**src/rtl/counter_seq_pkg.sv**
```systemverilog
// Shared types and constants for the counter sequencing controller.
// Used by counter_seq_ctrl and ctr_core.
package counter_seq_pkg;

  // Default datapath widths
  localparam int DEF_WIDTH  = 4;
  localparam int DEF_RUNS_W = 8;

  // Controller states
  typedef enum logic [1:0] {
    IDLE  = 2'd0,
    ARMED = 2'd1,
    RUN   = 2'd2,
    HOLD  = 2'd3
  } state_t;

  // All-ones value for a counter of width w (saturation limit)
  function automatic logic [31:0] sat_limit(input int w);
    logic [31:0] v;
    if (w >= 32) begin
      v = '1;
    end else begin
      v = (32'd1 << w) - 32'd1;
    end
    return v;
  endfunction

endpackage

```
**src/rtl/ctr_core.sv**
```systemverilog
// Counter datapath: clear, load, and up/down count enable.
// Priority is rst > clr > ld > en; dir=0 counts up, dir=1 counts down.
module ctr_core
  import counter_seq_pkg::*;
#(
  parameter int WIDTH = DEF_WIDTH
) (
  input  logic             clk,
  input  logic             rst,
  input  logic             clr,
  input  logic             en,
  input  logic             ld,
  input  logic [WIDTH-1:0] ld_val,
  input  logic             dir,
  output logic [WIDTH-1:0] count
);

  localparam logic [WIDTH-1:0] ONE = WIDTH'(1);

  logic [WIDTH-1:0] count_reg;

  // Counter register with clear/load/step priority
  always_ff @(posedge clk) begin
    if (rst) begin
      count_reg <= '0;
    end else if (clr) begin
      count_reg <= '0;
    end else if (ld) begin
      count_reg <= ld_val;
    end else if (en) begin
      if (dir) begin
        count_reg <= count_reg - ONE;
      end else begin
        count_reg <= count_reg + ONE;
      end
    end
  end

  assign count = count_reg;

endmodule

```
**src/rtl/counter_seq_ctrl.sv**
```systemverilog
// Configures and sequences a ctr_core count run: valid/ready terminal-count
// configuration, start/pause/abort control, one-cycle done pulse and a
// saturating completed-run counter.
// Optional feature: define CTRL_DOWN_EN to add the cfg_down port and
// down-counting runs (term down to 0).
module counter_seq_ctrl
  import counter_seq_pkg::*;
#(
  parameter int WIDTH  = DEF_WIDTH,
  parameter int RUNS_W = DEF_RUNS_W
) (
  input  logic              clk,
  input  logic              rst,
  input  logic              cfg_valid,
  output logic              cfg_ready,
  input  logic [WIDTH-1:0]  cfg_term,
  input  logic              cfg_reload,
`ifdef CTRL_DOWN_EN
  input  logic              cfg_down,
`endif
  input  logic              start,
  input  logic              pause,
  input  logic              abort,
  output logic [WIDTH-1:0]  count,
  output logic              busy,
  output logic              done,
  output logic [RUNS_W-1:0] run_cnt
);

  localparam logic [RUNS_W-1:0] RUNS_MAX = RUNS_W'(sat_limit(RUNS_W));
  localparam logic [RUNS_W-1:0] RUNS_ONE = RUNS_W'(1);

  state_t              state_reg;
  logic [WIDTH-1:0]    term_reg;
  logic                reload_reg;
  logic                down_reg;
  logic                start_pend_reg;
  logic                busy_reg;
  logic                done_reg;
  logic [RUNS_W-1:0]   run_cnt_reg;

  logic                cfg_fire;
  logic                cfg_down_in;
  logic                active;
  logic                step;
  logic                at_term;
  logic                term_hit;
  logic                launch;
  logic                down_eff;

  logic                core_clr;
  logic                core_en;
  logic                core_ld;
  logic [WIDTH-1:0]    core_ld_val;
  logic [WIDTH-1:0]    core_count;

`ifdef CTRL_DOWN_EN
  assign cfg_down_in = cfg_down;
`else
  assign cfg_down_in = 1'b0;
`endif

  // Configuration is accepted only while no run is in progress
  assign cfg_ready = (state_reg == IDLE) || (state_reg == ARMED);
  assign cfg_fire  = cfg_valid & cfg_ready;

  // A run is launched one edge after start is seen in ARMED, so count=0
  // appears exactly one cycle after the start sample.
  assign launch = start_pend_reg && (state_reg == ARMED);

  // A config arriving on the launch edge is the one the run must use
  assign down_eff = cfg_fire ? cfg_down_in : down_reg;

  // RUN, or HOLD being released, both behave as a counting edge
  assign active   = (state_reg == RUN) || (state_reg == HOLD);
  assign step     = active && !abort && !pause;
  assign at_term  = down_reg ? (core_count == '0) : (core_count == term_reg);
  assign term_hit = step && at_term;

  // Decode counter-core strobes from state and control inputs
  always_comb begin
    core_clr    = 1'b0;
    core_en     = 1'b0;
    core_ld     = 1'b0;
    core_ld_val = cfg_fire ? cfg_term : term_reg;
    if (active && abort) begin
      core_clr = 1'b1;
    end else if (launch) begin
      if (down_eff) begin
        core_ld = 1'b1;
      end else begin
        core_clr = 1'b1;
      end
    end else if (term_hit) begin
      // One-shot holds the terminal value; reload restarts the run
      if (reload_reg) begin
        if (down_reg) begin
          core_ld = 1'b1;
        end else begin
          core_clr = 1'b1;
        end
      end
    end else if (step) begin
      core_en = 1'b1;
    end
  end

  // Sequencing FSM with registered busy/done/run_cnt and latched config
  always_ff @(posedge clk) begin
    if (rst) begin
      state_reg      <= IDLE;
      term_reg       <= '0;
      reload_reg     <= 1'b0;
      down_reg       <= 1'b0;
      start_pend_reg <= 1'b0;
      busy_reg       <= 1'b0;
      done_reg       <= 1'b0;
      run_cnt_reg    <= '0;
    end else begin
      done_reg       <= 1'b0;
      start_pend_reg <= start && (state_reg == ARMED);

      if (cfg_fire) begin
        term_reg   <= cfg_term;
        reload_reg <= cfg_reload;
        down_reg   <= cfg_down_in;
      end

      case (state_reg)
        IDLE: begin
          busy_reg <= 1'b0;
          if (cfg_fire) begin
            state_reg <= ARMED;
          end
        end

        ARMED: begin
          if (launch) begin
            state_reg <= RUN;
            busy_reg  <= 1'b1;
          end
        end

        RUN, HOLD: begin
          if (abort) begin
            state_reg <= ARMED;
            busy_reg  <= 1'b0;
          end else if (pause) begin
            state_reg <= HOLD;
            busy_reg  <= 1'b1;
          end else if (at_term) begin
            done_reg <= 1'b1;
            if (run_cnt_reg != RUNS_MAX) begin
              run_cnt_reg <= run_cnt_reg + RUNS_ONE;
            end
            if (reload_reg) begin
              state_reg <= RUN;
              busy_reg  <= 1'b1;
            end else begin
              state_reg <= ARMED;
              busy_reg  <= 1'b0;
            end
          end else begin
            state_reg <= RUN;
            busy_reg  <= 1'b1;
          end
        end

        default: begin
          state_reg <= IDLE;
          busy_reg  <= 1'b0;
        end
      endcase
    end
  end

  ctr_core #(
    .WIDTH (WIDTH)
  ) u_core (
    .clk    (clk),
    .rst    (rst),
    .clr    (core_clr),
    .en     (core_en),
    .ld     (core_ld),
    .ld_val (core_ld_val),
    .dir    (down_reg),
    .count  (core_count)
  );

  assign count   = core_count;
  assign busy    = busy_reg;
  assign done    = done_reg;
  assign run_cnt = run_cnt_reg;

endmodule
```
**config.mk**
```make
export PLATFORM = sky130hd
export DESIGN_NAME = counter_seq_ctrl
export DESIGN_NICKNAME = d
export VERILOG_FILES = /design/src/rtl/counter_seq_pkg.sv /design/src/rtl/ctr_core.sv /design/src/rtl/counter_seq_ctrl.sv
export SDC_FILE = /design/constraint.sdc
export NUM_CORES = 1
export LEC_CHECK = 0
export BUFFER_PORTS_ARGS = -buffer_cell sky130_fd_sc_hd__buf_2
export CAP_MARGIN = 20
export CORE_UTILIZATION = 53
export CTS_BUF_LIST = sky130_fd_sc_hd__clkbuf_4 sky130_fd_sc_hd__clkbuf_8 sky130_fd_sc_hd__clkbuf_16
export DETAILED_ROUTE_END_ITERATION = 10
export GPL_ROUTABILITY_DRIVEN = 0
export HOLD_SLACK_MARGIN = 0.06
export PLACE_DENSITY = 0.78
export SETUP_SLACK_MARGIN = 0.3
export SYNTH_ARGS = -nofsm -noshare
export SYNTH_HDL_FRONTEND = slang
export SYNTH_SLANG_ARGS = --single-unit
```
**constraint.sdc**
```tcl
create_clock -name clk -period 3.6 [get_ports clk]
set_input_delay 1.08 -clock clk [delete_from_list [all_inputs] [get_ports clk]]
set_output_delay 1.08 -clock clk [all_outputs]
set_load 0.02 [all_outputs]
```
# Word-level counts from Yosys, hierarchy flattened
# Index checks and enable logic that the tools add are counted.
# classes
addsub,3
n_mul,0
div_mod_pow,0
order_cmp,0
n_eq_ne,7
n_shift,0
mux,36
bitwise,4
n_reduce_logical,18
# op_table
cell,n
$mux 1,24
$mux 4,4
$mux 2,6
$add 8x1->8 const B,1
$ne 8x8->1 const B,1
$logic_and 1x1->1,6
$pmux 2 s3,1
$reduce_and 5->1,1
$add 4x1->4 const B,1
$eq 2x2->1 const B,2
$eq 4x4->1,1
$logic_not 4->1,1
$ne 2x2->1 const B,2
$reduce_or 2->1,2
$reduce_or 4->1,1
$sub 4x1->4 const B,1
$not 1->1,3
$pmux 1 s3,1
$eq 2x1->1 const B,1
$logic_not 1->1,2
$logic_not 2->1,1
$logic_or 1x1->1,2
$reduce_and 2->1,1
$reduce_bool 2->1,1
$and 1x1->1,1
# word_totals
ff_bits,23
latchBits,0
ramBits,0
mem_bits_ro,0
input_bits,11
out_inout_bits,15
wordCells,77
n_memories,0

# Longest topological paths before layout
# Gate-level depths: netlist of run 1.
# depth
word_depth,10
mapped_depth,7
ltp_nobuf,6

# Modules after synthesis
# Synthesis of run 1 repeated with hierarchy kept, for this count alone.
# hier_totals
hier_cells,148
area_unflattened_um2,1288.7
# modules_own_cells
mod,n_inst,cells_each,area_each_um2,seq_area_each_um2
counter_seq_ctrl,1,116,989.7,380.4
ctr_core,1,32,299.0,80.1

# Worst setup path before layout of run 1
# No wires, ideal clock.
# synth_timing
path_type,input to register
from,input pause
to,"register u_core.count_reg[3], in the netlist u_core.count[3]"
setup_ps,103
arrival_time_ps,2329
required_ps,3497
slack_ps,1167
cell_stages,5
n_path_buf,0
cell_sequence,nor3b_1 > nand2_1 > o32ai_2 > a21oi_1 > a2111oi_2
# synth_via
elab_chain_cells,7
elab_cells_between_ends,16
classes_between,mux (11); reduce/logical (5)
# synth_rtl
item,line_no,rtl
"start, declared",counter_seq_ctrl.sv:22,"input logic pause,"
$logic_not 1->1 (*),counter_seq_ctrl.sv:76,assign step = active && !abort && !pause;
$logic_and 1x1->1 (*),counter_seq_ctrl.sv:76,
$mux 1 or $logic_and 1x1->1 (tied branches),"counter_seq_ctrl.sv:103, counter_seq_ctrl.sv:78",
$mux 1 (on tied branches) (3 in series),n/a,
"$reduce_bool 2->1 (no source line), or another cell as far along",n/a,
"end signal, assigned",ctr_core.sv:29,count_reg <= ld_val;
"end signal, assigned",ctr_core.sv:32,count_reg <= count_reg - ONE;
"end signal, assigned",ctr_core.sv:34,count_reg <= count_reg + ONE;
"end, declared",ctr_core.sv:20,logic [WIDTH-1:0] count_reg;
# Mark *: on every way between the ends. The rest lies on a longest branch, timed or not.
# A chain may end at the register's enable or synchronous reset.

# Worst setup path in the final report of run 1
# Same ends and word-level chain as after synthesis.

==> results of run 1 <==
worst paths after layout:
path         slack [ps]  cells past startpoint              end
max                1150                      6  u_core.count[3]
min reg2reg         520                      1   start_pend_reg
min                 520                      1   start_pend_reg
max reg2reg        1170                      5       run_cnt[5]
cells by family (layout without fill, tap and decap cells):
| logic type | count (synthesis) | after routing |
|---|---|---|
| buf+inv | 13 | 36 |
| fa+ha+maj | 4 | 4 |
| compound gates | 29 | 29 |
| flops | 23 | 23 |
| simple gates | 58 | 58 |
| mux | 11 | 11 |
| xor+xnor | 6 | 6 |
area by class of cell:
| type | instances | area, µm² | area share |
|---|---|---|---|
| well taps | 28 | 35.03 | 0.02456 |
| clock buffers | 3 | 22.52 | 0.01579 |
| inverters | 7 | 26.28 | 0.01842 |
| repair buffers | 25 | 125.1 | 0.08772 |
| multi-input cells | 108 | 752.0 | 0.5272 |
| flip-flops and latches | 23 | 460.4 | 0.3228 |
| clock inverters | 1 | 5.005 | 0.003509 |
routing by layer:
metal | up-vias | track usage | part of all wire | wire [µm]
met5 | - | 0 | 0 | 0
met4 | 0 | 0.09722 | 0.018 | 47
met3 | 5 | 0.02679 | 0.052 | 135
met2 | 31 | 0.3511 | 0.45 | 1165
met1 | 520 | 0.3017 | 0.48 | 1235
li1 | 575 | - | - | -
worst max-delay path, cell delays in order:
cell and delay [ps]:
sky130_fd_sc_hd__buf_2 110, sky130_fd_sc_hd__nor3b_1 450, sky130_fd_sc_hd__nand2_1 160, sky130_fd_sc_hd__o32ai_2 370, sky130_fd_sc_hd__a21oi_1 140, sky130_fd_sc_hd__a2111oi_2 360
power groups by stage:
stage / sequential [µW] / clock, µW / combinational (µW)
3_3_place_gp: 271 / 0 / 40.2
2_1_floorplan: 270 / 0 / 28.5
5_1_grt: 266 / 133 / 47.1
6_report: 266 / 123 / 41.8
3_5_place_dp: 271 / 0 / 41.9
4_1_cts: 265 / 125 / 41.9
cells in the mapped netlist (2+ instances only):
cell                       number  area, µm²
sky130_fd_sc_hd__dfxtp_1       23      460.4
sky130_fd_sc_hd__o31ai_1        2      15.01
sky130_fd_sc_hd__nor2b_1        4      25.02
sky130_fd_sc_hd__a21oi_1       12      60.06
sky130_fd_sc_hd__a211oi_1       3      22.52
sky130_fd_sc_hd__o21ai_0        4      20.02
sky130_fd_sc_hd__clkbuf_1       3      11.26
sky130_fd_sc_hd__mux2i_1        7      70.07
sky130_fd_sc_hd__buf_2          2      10.01
sky130_fd_sc_hd__nor3_1         4      20.02
sky130_fd_sc_hd__xor2_1         5      43.79
sky130_fd_sc_hd__inv_1          6      22.52
sky130_fd_sc_hd__nand2b_1       3      18.77
sky130_fd_sc_hd__mux2_2         4      45.04
sky130_fd_sc_hd__nand3b_1       2      15.01
sky130_fd_sc_hd__nand2_1        4      15.01
sky130_fd_sc_hd__or3_1          4      25.02
sky130_fd_sc_hd__a21o_1         2      15.01
sky130_fd_sc_hd__and3_1         7      43.79
sky130_fd_sc_hd__nand3_1        4      20.02
sky130_fd_sc_hd__ha_1           3      37.54
sky130_fd_sc_hd__nor2_1        13      48.80
sky130_fd_sc_hd__nor4_1         4      25.02
stage by stage:
stage,std cells,total power [µW],worst slack [ps],instance area (µm²)
detailed placement,191,313.1,853.9,1399
finish,195,430.2,1148,1426
floorplan,144,298.9,1167,1264
global placement,191,310.9,932.0,1399
global route,195,446.2,985.5,1426
CTS,195,432.7,1191,1426
==> results.md, run 1 <==
| Result | This run |
|---|---|
| Portion of the clock cycle consumed by the worst path in the final layout | 0.6811 |
| Int Pwr | 317.6 µW |
| Combined area of all synthesized cells | 0.001264 mm² |
| Unrepaired setup endpoints after global routing | no |
| Accumulated negative setup slack | 0 ps |
| Number of primary I/O pins | 26 |
| Beginning of the worst register-to-register path | down_reg |
| Kind of capture point of the worst setup path | flop |
| Share of synthesized cell area in and, or, nand and nor gates | 0.2594 |
| Leakage dissipation | 0.0006194 µW |
| Fraction of layout cells with a size suffix above 1 | 0.2216 |
| Number of flip-flops under the largest register name | 8 |
| Starting density of the core | 0.5658 |
| TritonCTS sink count | 23 |
| Adder-cell share of the synthesized area | 0.04554 |
| Via count | 1131 |
| Share of cell area taken by muxes after synthesis | 0.09109 |
| Clock Tree Buf Depth | 2 |
| Count of standard-cell rows | 17 |
| Layout overhead on the synthesized area | 12.87% |
| Count of yosys warnings during synthesis | 0 |
| Number of fill cells in the layout | 202 |
| Mean area per synthesized cell | 8.776 µm² |
| Worst-skew pair later-pin latency | 320 ps |
| Worst Min Path Start | state_reg[0] |
| Final Hold Vio Count | 0 |
| Fraction of power spent switching nets | 0.2616 |
| Antenna violations before repair | 0 |
| Slew @ Worst Pin | 1037 ps |
| Worst setup path category | primary input to flop |
| Pin count of the biggest net entering global routing | 27 |
| Part of the Yosys area used for sequential elements | 0.3644 |
| Required time worst endpoint | 3820 ps |
| Floorplan die height | 50.83 µm |
| Number of nets with antenna violations after routing | 0 |
| Clock edge transition at the registers on the reported setup and hold paths | 120 ps |
| Via count of the first global-routing pass | 963 |
| Combined global-route utilization of all metal layers | 0.2214 |
| Leading register cell type out of synthesis | sky130_fd_sc_hd__dfxtp_1 |
| Setup Fix Bufs, Post-CTS | 0 |
| Final global-route overflow total | 0 |
| Drt via density | 5.800 |
| Crit path time final | 2452 ps |
| Width of the die | 50.83 µm |
| Arrival @ worst endpoint | 2680 ps |
| XOR/XNOR share of the synthesized area | 0.04158 |
| Diode count | 0 |
| Final setup violation count | 0 |
| Final number of max-transition violations | 0 |
| Share of flip-flops with an asynchronous set or reset after synthesis | 0 |
| Clock tree root buffer cell | sky130_fd_sc_hd__clkbuf_4 |
| Net count of the mapped netlist | 159 |
| Hold Crit Class | flop to flop |
| Max capacitance violation total | 0 |
| Final clock skew | 6.204 ps |
| Number of search-and-repair iterations in the first detailed-routing pass | 4 |
| Relative slew margins | 0.3084 |
| CP Launch Type | primary input |
| TritonCTS clock tree | done |
| DRC violations left | 0 |
| Average wire length per cell after detail routing | 13.25 µm |
| Wire length of the first global-routing pass | 4305 µm |
| Final Net Count | 183 |
| CP max FO | 6 |
| CP Launch Point | pause |
| Gate Count Post-Synth | 144 |
| Highest achievable clock rate | 407.8 MHz |
| Most frequent cells in the layout | sky130_fd_sc_hd__buf_2, sky130_fd_sc_hd__dfxtp_1, sky130_fd_sc_hd__nor2_1 |
| Switching power summed over all nets | 112.5 µW |
| Library cells used by synthesis | 42 |
| IO Port Bufs | 25 |
| HPWL reported at the end of detailed placement | 1895 µm |
| Largest family of logic cells by synthesized area | simple AND/OR/NAND/NOR gates |
| Gates resized, CTS repair | 0 |
| DIE AREA | 0.002584 mm² |
| Count of H-tree levels built during CTS | 1 |
| Post-synth EDFFs | 0 |
| Share of power burned in registers | 0.617 |
| Final hold slack | 523.4 ps |
| Total of flip-flops plus latches after synthesis | 23 |
| Proportion of power drawn by combinational gates | 0.097 |
| Synth Area in Compound Gates | 0.1574 |
| Post-route core utilization | 0.6387 |
| CTS Buf Count | 3 |
| Hold-fix buffer count after cts | 0 |
| Worst IR drop on VDD | 0.2722 mV |
| Clock group share of total power | 0.286 |
| Power density over the cells | 301.6 mW/mm² |
| Commonest non-fill, non-tap cell in the layout | sky130_fd_sc_hd__buf_2 |
| Std-Cell Core Area | 0.002233 mm² |
| First-iteration detailed-routing DRC count | 22 |
| Outcome | complete, no violations |
| Total length of routed wires | 2583 µm |
(Power assumes the default switching activity.)
==> inputs of run 2 (changes only) <==
ABC_AREA = 1   (was not set)
CORE_UTILIZATION = 49   (was 53)
PLACE_DENSITY = 0.75   (was 0.78)
clock period = 2.1 ns   (was 3.6 ns; I/O delays follow)
==> results.md, run 2 <==
| Result | This run | vs previous |
|---|---|---|
| Combined global-route utilization of all metal layers | 0.2195 | -0.001923 |
| TritonCTS clock tree | done |  |
| Number of nets with antenna violations after routing | 0 | unchanged |
| Diode count | 0 | unchanged |
| Most frequent cells in the layout | sky130_fd_sc_hd__nand2_1, sky130_fd_sc_hd__buf_2, sky130_fd_sc_hd__dfxtp_1 |  |
| Total power | 747.4 µW | +74% |
| Final Hold Vio Count | 0 | unchanged |
| TritonCTS sink count | 23 | unchanged |
| Share of flip-flops with an asynchronous set or reset after synthesis | 0 | unchanged |
| Final number of max-transition violations | 0 | unchanged |
| Leading register cell type out of synthesis | sky130_fd_sc_hd__dfxtp_1 |  |
| Int Pwr | 562.3 µW | +77% |
| Part of the Yosys area used for sequential elements | 0.3433 | -0.02107 |
| Floorplan die height | 54.32 µm | +6.9% |
| Crit path time final | 1675 ps |  |
| Gate Count Post-Synth | 184 | +28% |
| Hold Crit Class | flop to flop |  |
| Total of flip-flops plus latches after synthesis | 23 | unchanged |
| Via count | 1319 | +17% |
| Number of search-and-repair iterations in the first detailed-routing pass | 4 | unchanged |
| Power density over the cells | 472.6 mW/mm² | +57% |
| IO Port Bufs | 25 | unchanged |
| Area share of the largest cell type after synthesis | 0.3433 | -0.02107 |
| Count of yosys warnings during synthesis | 0 | unchanged |
| XOR/XNOR share of the synthesized area | 0.05224 | +0.01065 |
| Final WS setup | 425.2 ps | -722.9 ps |
| Clock group share of total power | 0.282 | -0.004 |
| Switching power summed over all nets | 185.0 µW | +64% |
| Accumulated negative setup slack | 0 ps | unchanged |
| DRC violations left | 0 | unchanged |
| CP max FO | 8 | +2 |
| Leakage dissipation | 0.0007346 µW | +19% |
| Unrepaired setup endpoints after global routing | no |  |
| Adder-cell share of the synthesized area | 0.04291 | -0.002634 |
| Net count of the mapped netlist | 199 | +25% |
| DIE AREA | 0.002951 mm² | +14% |
| Combined area of all synthesized cells | 0.001341 mm² | +6.1% |
| Share of synthesized cell area in and, or, nand and nor gates | 0.3750 | +0.1156 |
| Post-synth EDFFs | 0 | unchanged |
| Required time worst endpoint | 2340 ps | -1480 ps |
| Mean area per synthesized cell | 7.290 µm² | -17% |
| Final global-route overflow total | 0 | unchanged |
| Fraction of power spent switching nets | 0.2476 | -0.01402 |
| Outcome | complete, no violations |  |
| CP Launch Type | flop |  |
| Synth Area in Compound Gates | 0.1073 | -0.05015 |
| Share of cell area taken by muxes after synthesis | 0.01493 | -0.07616 |
| Wire length of the first global-routing pass | 4698 µm | +9.1% |
| Clock Tree Buf Depth | 2 | unchanged |
| Worst setup path category | flop to flop |  |
| Library cells used by synthesis | 27 | -36% |
| Count of standard-cell rows | 18 | +1 |
| Relative slew margins | 0.7914 | +0.4830 |
| Multi-input logic area | 799.5 µm² | +6.3% |
| Final Net Count | 232 | +27% |
| Proportion of power drawn by combinational gates | 0.112 | +0.015 |
| Kind of capture point of the worst setup path | flop |  |
| Cell types with the highest counts after synthesis | sky130_fd_sc_hd__nand2_1, sky130_fd_sc_hd__dfxtp_1, sky130_fd_sc_hd__nand3_1 |  |
| Final clock skew | 3.789 ps | -2.414 ps |
| Flip-flop and latch area | 460.4 µm² | unchanged |
| Drt via density | 5.362 | -7.6% |
| Cell type contributing the most total cell area after synthesis | sky130_fd_sc_hd__dfxtp_1 |  |
| Count of H-tree levels built during CTS | 1 | unchanged |
| Clock tree root buffer cell | sky130_fd_sc_hd__clkbuf_4 |  |
| Via count of the first global-routing pass | 1107 | +15% |
| Most repeated cell in the gate-level netlist after synthesis | sky130_fd_sc_hd__nand2_1 |  |
| Pre-CTS setup slack | 316.8 ps | -537.0 ps |
| Average wire length per cell after detail routing | 12.09 µm | -8.7% |
| Starting density of the core | 0.5317 | -0.03408 |
| Fraction of layout cells with a size suffix above 1 | 0.2731 | +0.05159 |
| Slew @ Worst Pin | 312.9 ps | -724.5 ps |
| Number of flip-flops under the largest register name | 8 | unchanged |
| Number of fill cells in the layout | 247 | +22% |
| Portion of the clock cycle consumed by the worst path in the final layout | 0.7975 |  |
| Max capacitance violation total | 0 | unchanged |
| Worst-skew pair later-pin latency | 300 ps | -20 ps |
| Layout overhead on the synthesized area | 17.91% |  |
| Width of the die | 54.32 µm | +6.9% |
| Share of power burned in registers | 0.606 | -0.011 |
| Final setup violation count | 0 | unchanged |
| HPWL reported at the end of detailed placement | 2338 µm | +23% |
| Largest family of logic cells by synthesized area | simple AND/OR/NAND/NOR gates |  |
| Std-Cell Core Area | 0.002522 mm² | +13% |
| Post-route core utilization | 0.6270 | -0.01167 |
| CTS Buf Count | 3 | unchanged |
| Total length of routed wires | 2974 µm | +15% |
| Pin count of the biggest net entering global routing | 17 | -37% |
| Leading post-synthesis cells by cell area | sky130_fd_sc_hd__dfxtp_1, sky130_fd_sc_hd__nand2_1, sky130_fd_sc_hd__nand3_1, sky130_fd_sc_hd__a21oi_1, sky130_fd_sc_hd__inv_1 |  |
| Worst IR drop on VDD | 0.3190 mV | +17% |
| Antenna violations before repair | 0 | unchanged |
| First-iteration detailed-routing DRC count | 29 | +32% |
| Number of primary I/O pins | 26 | unchanged |
| Commonest non-fill, non-tap cell in the layout | sky130_fd_sc_hd__nand2_1 |  |
| Clock edge transition at the registers on the reported setup and hold paths | 120 ps | about the same |
| Highest achievable clock rate | 597.1 MHz |  |
| Arrival @ worst endpoint | 1910 ps | -770 ps |
| Final hold slack | 497.2 ps | -26.19 ps |
run 2: cell families after synthesis:
family,after synthesis
XOR/XNOR,8
AND/OR/NAND/NOR,99
flip-flops,23
adder cells (fa/ha/maj),4
multiplexers,2
buffers and inverters,23
AO/OA/AOI/OAI,25
run 2: area by class of cell:
cell class | count | area share
multi-input combinational | 138 | 0.5055
sequential | 23 | 0.2911
timing repair buffer | 30 | 0.1108
inverter | 21 | 0.04984
tap | 30 | 0.02373
clock buffer | 4 | 0.01899
run 2: critical path: stages (launching register included):
cell	delay [ps]
sky130_fd_sc_hd__dfxtp_1	510
sky130_fd_sc_hd__inv_2	120
sky130_fd_sc_hd__fa_1	400
sky130_fd_sc_hd__xnor2_1	170
sky130_fd_sc_hd__nand4_1	110
sky130_fd_sc_hd__nand3_1	120
sky130_fd_sc_hd__nand2_1	70
sky130_fd_sc_hd__a21oi_1	110
run 2: routing by layer:
layer / track usage / vias up / routed length [µm]
met4: 0.1111 / 0 / 51
met2: 0.3862 / 35 / 1547
met3: 0.01667 / 6 / 98
met5: 0 / - / 0
li1: - / 674 / -
met1: 0.2648 / 604 / 1276
run 2: path summary, 6_finish.rpt:
check	depth (start not counted)	start	slack [ps]	end
worst max-delay path	7	down_reg	430	u_core.count[2]
worst min-delay path	2	busy	500	busy
worst max register to register	7	down_reg	430	u_core.count[2]
worst min register to register	2	busy	500	busy
run 2: repair_timing:
action	CTS	global route
resized for setup	0	1
endpoints found under the setup margin	0	8
setup buffers	0	4
hold endpoints to repair	0	0
hold buffers	0	0
run 2: metrics by stage:
step,std cells,instance area (µm²)
after floorplan,184,1341
after CTS,242,1534
after global placement,238,1504
after detailed placement,238,1504
final,246,1582
after global routing,246,1582
run 2: power by group through the flow:
stage	Combinational (µW)	Sequential, µW	Clock, µW
after global routing	93.6	454	232
after CTS	84.0	453	217
after detailed placement	83.7	463	0
final	83.5	453	211
after floorplan	60.0	461	0
after global placement	81.7	463	0
==> inputs of run 3 (changes only) <==
clock period = 1.4 ns   (was 2.1 ns; I/O delays follow)
==> results.md, run 3 (synthesized netlist as in run 2, its figures left out) <==
| Result | This run | vs previous |
|---|---|---|
| Unrepaired setup endpoints after global routing | yes |  |
| DRC violations left | 0 | unchanged |
| Worst Min Path Start | start |  |
| Number of primary I/O pins | 26 | unchanged |
| IO Port Bufs | 25 | unchanged |
| Worst IR drop on VDD | 0.8075 mV | +150% |
| First-iteration detailed-routing DRC count | 170 | +490% |
| DIE AREA | 0.002951 mm² | unchanged |
| Hold Crit Class | primary input to flop |  |
| Diode count | 0 | unchanged |
| Final Net Count | 281 | +21% |
| Antenna violations before repair | 0 | unchanged |
| Proportion of power drawn by combinational gates | 0.202 | +0.090 |
| Layout overhead on the synthesized area | 77.61% |  |
| Drt via density | 6.434 | +20% |
| TritonCTS sink count | 23 | unchanged |
| Std-Cell Core Area | 0.002522 mm² | unchanged |
| Commonest non-fill, non-tap cell in the layout | sky130_fd_sc_hd__buf_4 |  |
| Switching power summed over all nets | 399.2 µW | +120% |
| Hold-fix buffer count after cts | 0 | unchanged |
| Count of standard-cell rows | 18 | unchanged |
| Starting density of the core | 0.5317 | unchanged |
| Final clock skew | 8.847 ps | +5.058 ps |
| Final global-route overflow total | 0 | unchanged |
| Worst path buffer plus inverter count | 1 | unchanged |
| Fraction of layout cells with a size suffix above 1 | 0.6038 | +0.3306 |
| Total power | 1272 µW | +70% |
| Outcome | finished, violations left |  |
| Relative slew margins | 0.7773 | -0.01408 |
| CP Launch Type | flop |  |
| Portion of the clock cycle consumed by the worst path in the final layout | 1.215 | +0.4178 |
| Number of nets with antenna violations after routing | 0 | unchanged |
| Fraction of power spent switching nets | 0.3140 | +0.06639 |
| Floorplan die height | 54.32 µm | unchanged |
| Accumulated negative setup slack | -2786 ps | -2786 ps |
| Via count of the first global-routing pass | 1624 | +47% |
| Cell count of the worst hold path | 3 | +1 |
| Final WS setup | -301.5 ps | -726.7 ps |
| Slew @ Worst Pin | 334.0 ps | +21.12 ps |
| R2r worst-path depth | 10 | +3 |
| Wire length of the first global-routing pass | 7369 µm | +57% |
| Most frequent cells in the layout | sky130_fd_sc_hd__buf_4, sky130_fd_sc_hd__nand2_1, sky130_fd_sc_hd__buf_6 |  |
| Final hold slack | 325.3 ps | -171.9 ps |
| Crit path time final | 1702 ps | +26.70 ps |
| Leakage dissipation | 0.001041 µW | +42% |
| Total length of routed wires | 6609 µm | +120% |
| Combined global-route utilization of all metal layers | 0.3482 | +0.1288 |
| Highest achievable clock rate | 587.7 MHz | -1.6% |
| Clock edge transition at the registers on the reported setup and hold paths | 150 ps | +30 ps |
| Number of flip-flops under the largest register name | 8 | unchanged |
| TritonCTS clock tree | done |  |
| Pre-CTS setup slack | -143.5 ps | -460.3 ps |
| Number of search-and-repair iterations in the first detailed-routing pass | 7 | +3 |
| Int Pwr | 872.3 µW | +55% |
| Final setup violation count | 21 | +21 |
| Share of power burned in registers | 0.528 | -0.078 |
| Beginning of the worst register-to-register path | u_core.count[1] |  |
| Final number of max-transition violations | 0 | unchanged |
| Required time worst endpoint | 1650 ps | -690 ps |
| Average wire length per cell after detail routing | 22.40 µm | +85% |
| CTS Buf Count | 3 | unchanged |
| Reg-to-reg endpoint | u_core.count[3] |  |
| Cell Area, Placed | 0.001773 mm² | +18% |
| Fin area | 0.002382 mm² | +51% |
| Pin count of the biggest net entering global routing | 14 | -3 |
| Hold worst-path end | start_pend_reg |  |
| Clock tree root buffer cell | sky130_fd_sc_hd__clkbuf_4 |  |
| Count of H-tree levels built during CTS | 1 | unchanged |
| Cell count along the critical path | 10 | +3 |
| HPWL reported at the end of detailed placement | 2758 µm | +18% |
| Power density over the cells | 533.8 mW/mm² | +13% |
| Family with the most delay on the worst path | simple AND/OR/NAND/NOR gates |  |
| Worst setup path category | flop to flop |  |
| Most prevalent standard cell on the critical path | sky130_fd_sc_hd__nand2_1 |  |
| Worst-skew pair later-pin latency | 330 ps | +30 ps |
| Largest stage delay on the critical path | 410 ps | -100 ps |
| Kind of capture point of the worst setup path | flop |  |
| Arrival @ worst endpoint | 1950 ps | +40 ps |
| Crit-path cells | buf_4 > ha_4 > nand3_2 > nand2_1 > nand2_1 > nand2_1 > nand4_1 > nand3_1 > nand2_1 > a21oi_1 |  |
| CP max FO | 5 | -3 |
| Worst setup slack for register-to-register paths | -300 ps | -730 ps |
| Clock Tree Buf Depth | 2 | unchanged |
| Crit path max-delay cell type | sky130_fd_sc_hd__dfxtp_4 |  |
| Violated checks | setup timing |  |
| Final Hold Vio Count | 0 | unchanged |
| Via count | 1898 | +44% |
| Clock group share of total power | 0.270 | -0.012 |
| Width of the die | 54.32 µm | unchanged |
| Max capacitance violation total | 0 | unchanged |
==> run 3: power groups by stage <==
stage,clock (µW),combinational (µW),sequential [µW]
floorplan,0,92.7,686
global placement,0,157,688
detailed placement,0,162,688
CTS,317,193,667
global route,371,266,672
finish,343,257,671
==> run 3: how the worst max path moves through the flow <==
| stage | from | endpoint |
|---|---|---|
| 6_report | u_core.count[1] | u_core.count[3] |
| 5_1_grt | u_core.count[1] | u_core.count[3] |
| 4_1_cts | u_core.count[0] | run_cnt[0] |
| 3_5_place_dp | u_core.count[1] | run_cnt[0] |
| 3_3_place_gp | u_core.count[1] | run_cnt[0] |
| 2_1_floorplan | u_core.count[1] | run_cnt[0] |
==> run 3: timing repair <==
action / 4_1_cts / 5_1_grt
endpoints found under the setup margin: 33 / 36
pin swaps: 12 / 10
gates cloned: 2 / 0
setup buffers: 13 / 6
gates resized for setup: 78 / 38
==> run 3: layout make-up <==
cell class                      count  area [µm²]
Clock inverter                      1       5.005
Tap cell                           30       37.54
Inverter                           21       86.33
Fill cell                          74       140.1
Multi-Input combinational cell    140        1059
Clock buffer                        3       22.52
Sequential cell                    23       503.0
Timing Repair Buffer               77       669.4
==> run 3: metal layers <==
| metal | up-vias | wire (µm) | track usage |
|---|---|---|---|
| li1 | 777 | - | - |
| met1 | 860 | 2194 | 0.4143 |
| met2 | 189 | 3061 | 0.5894 |
| met3 | 72 | 742 | 0.05833 |
| met4 | 0 | 611 | 0.1923 |
| met5 | - | 0 | 0 |
==> run 3: tightest hold or removal path: cells and delay by family <==
family | cells | cell delay, ps
buf+inv | 1 | 110
simple gates | 2 | 100
==> run 3: stage by stage <==
step           utilization  instances
6_report            0.9444        295
5_1_grt             0.9444        295
4_1_cts             0.8671        289
3_5_place_dp        0.7029        270
3_3_place_gp        0.7029        270
2_1_floorplan            -        184
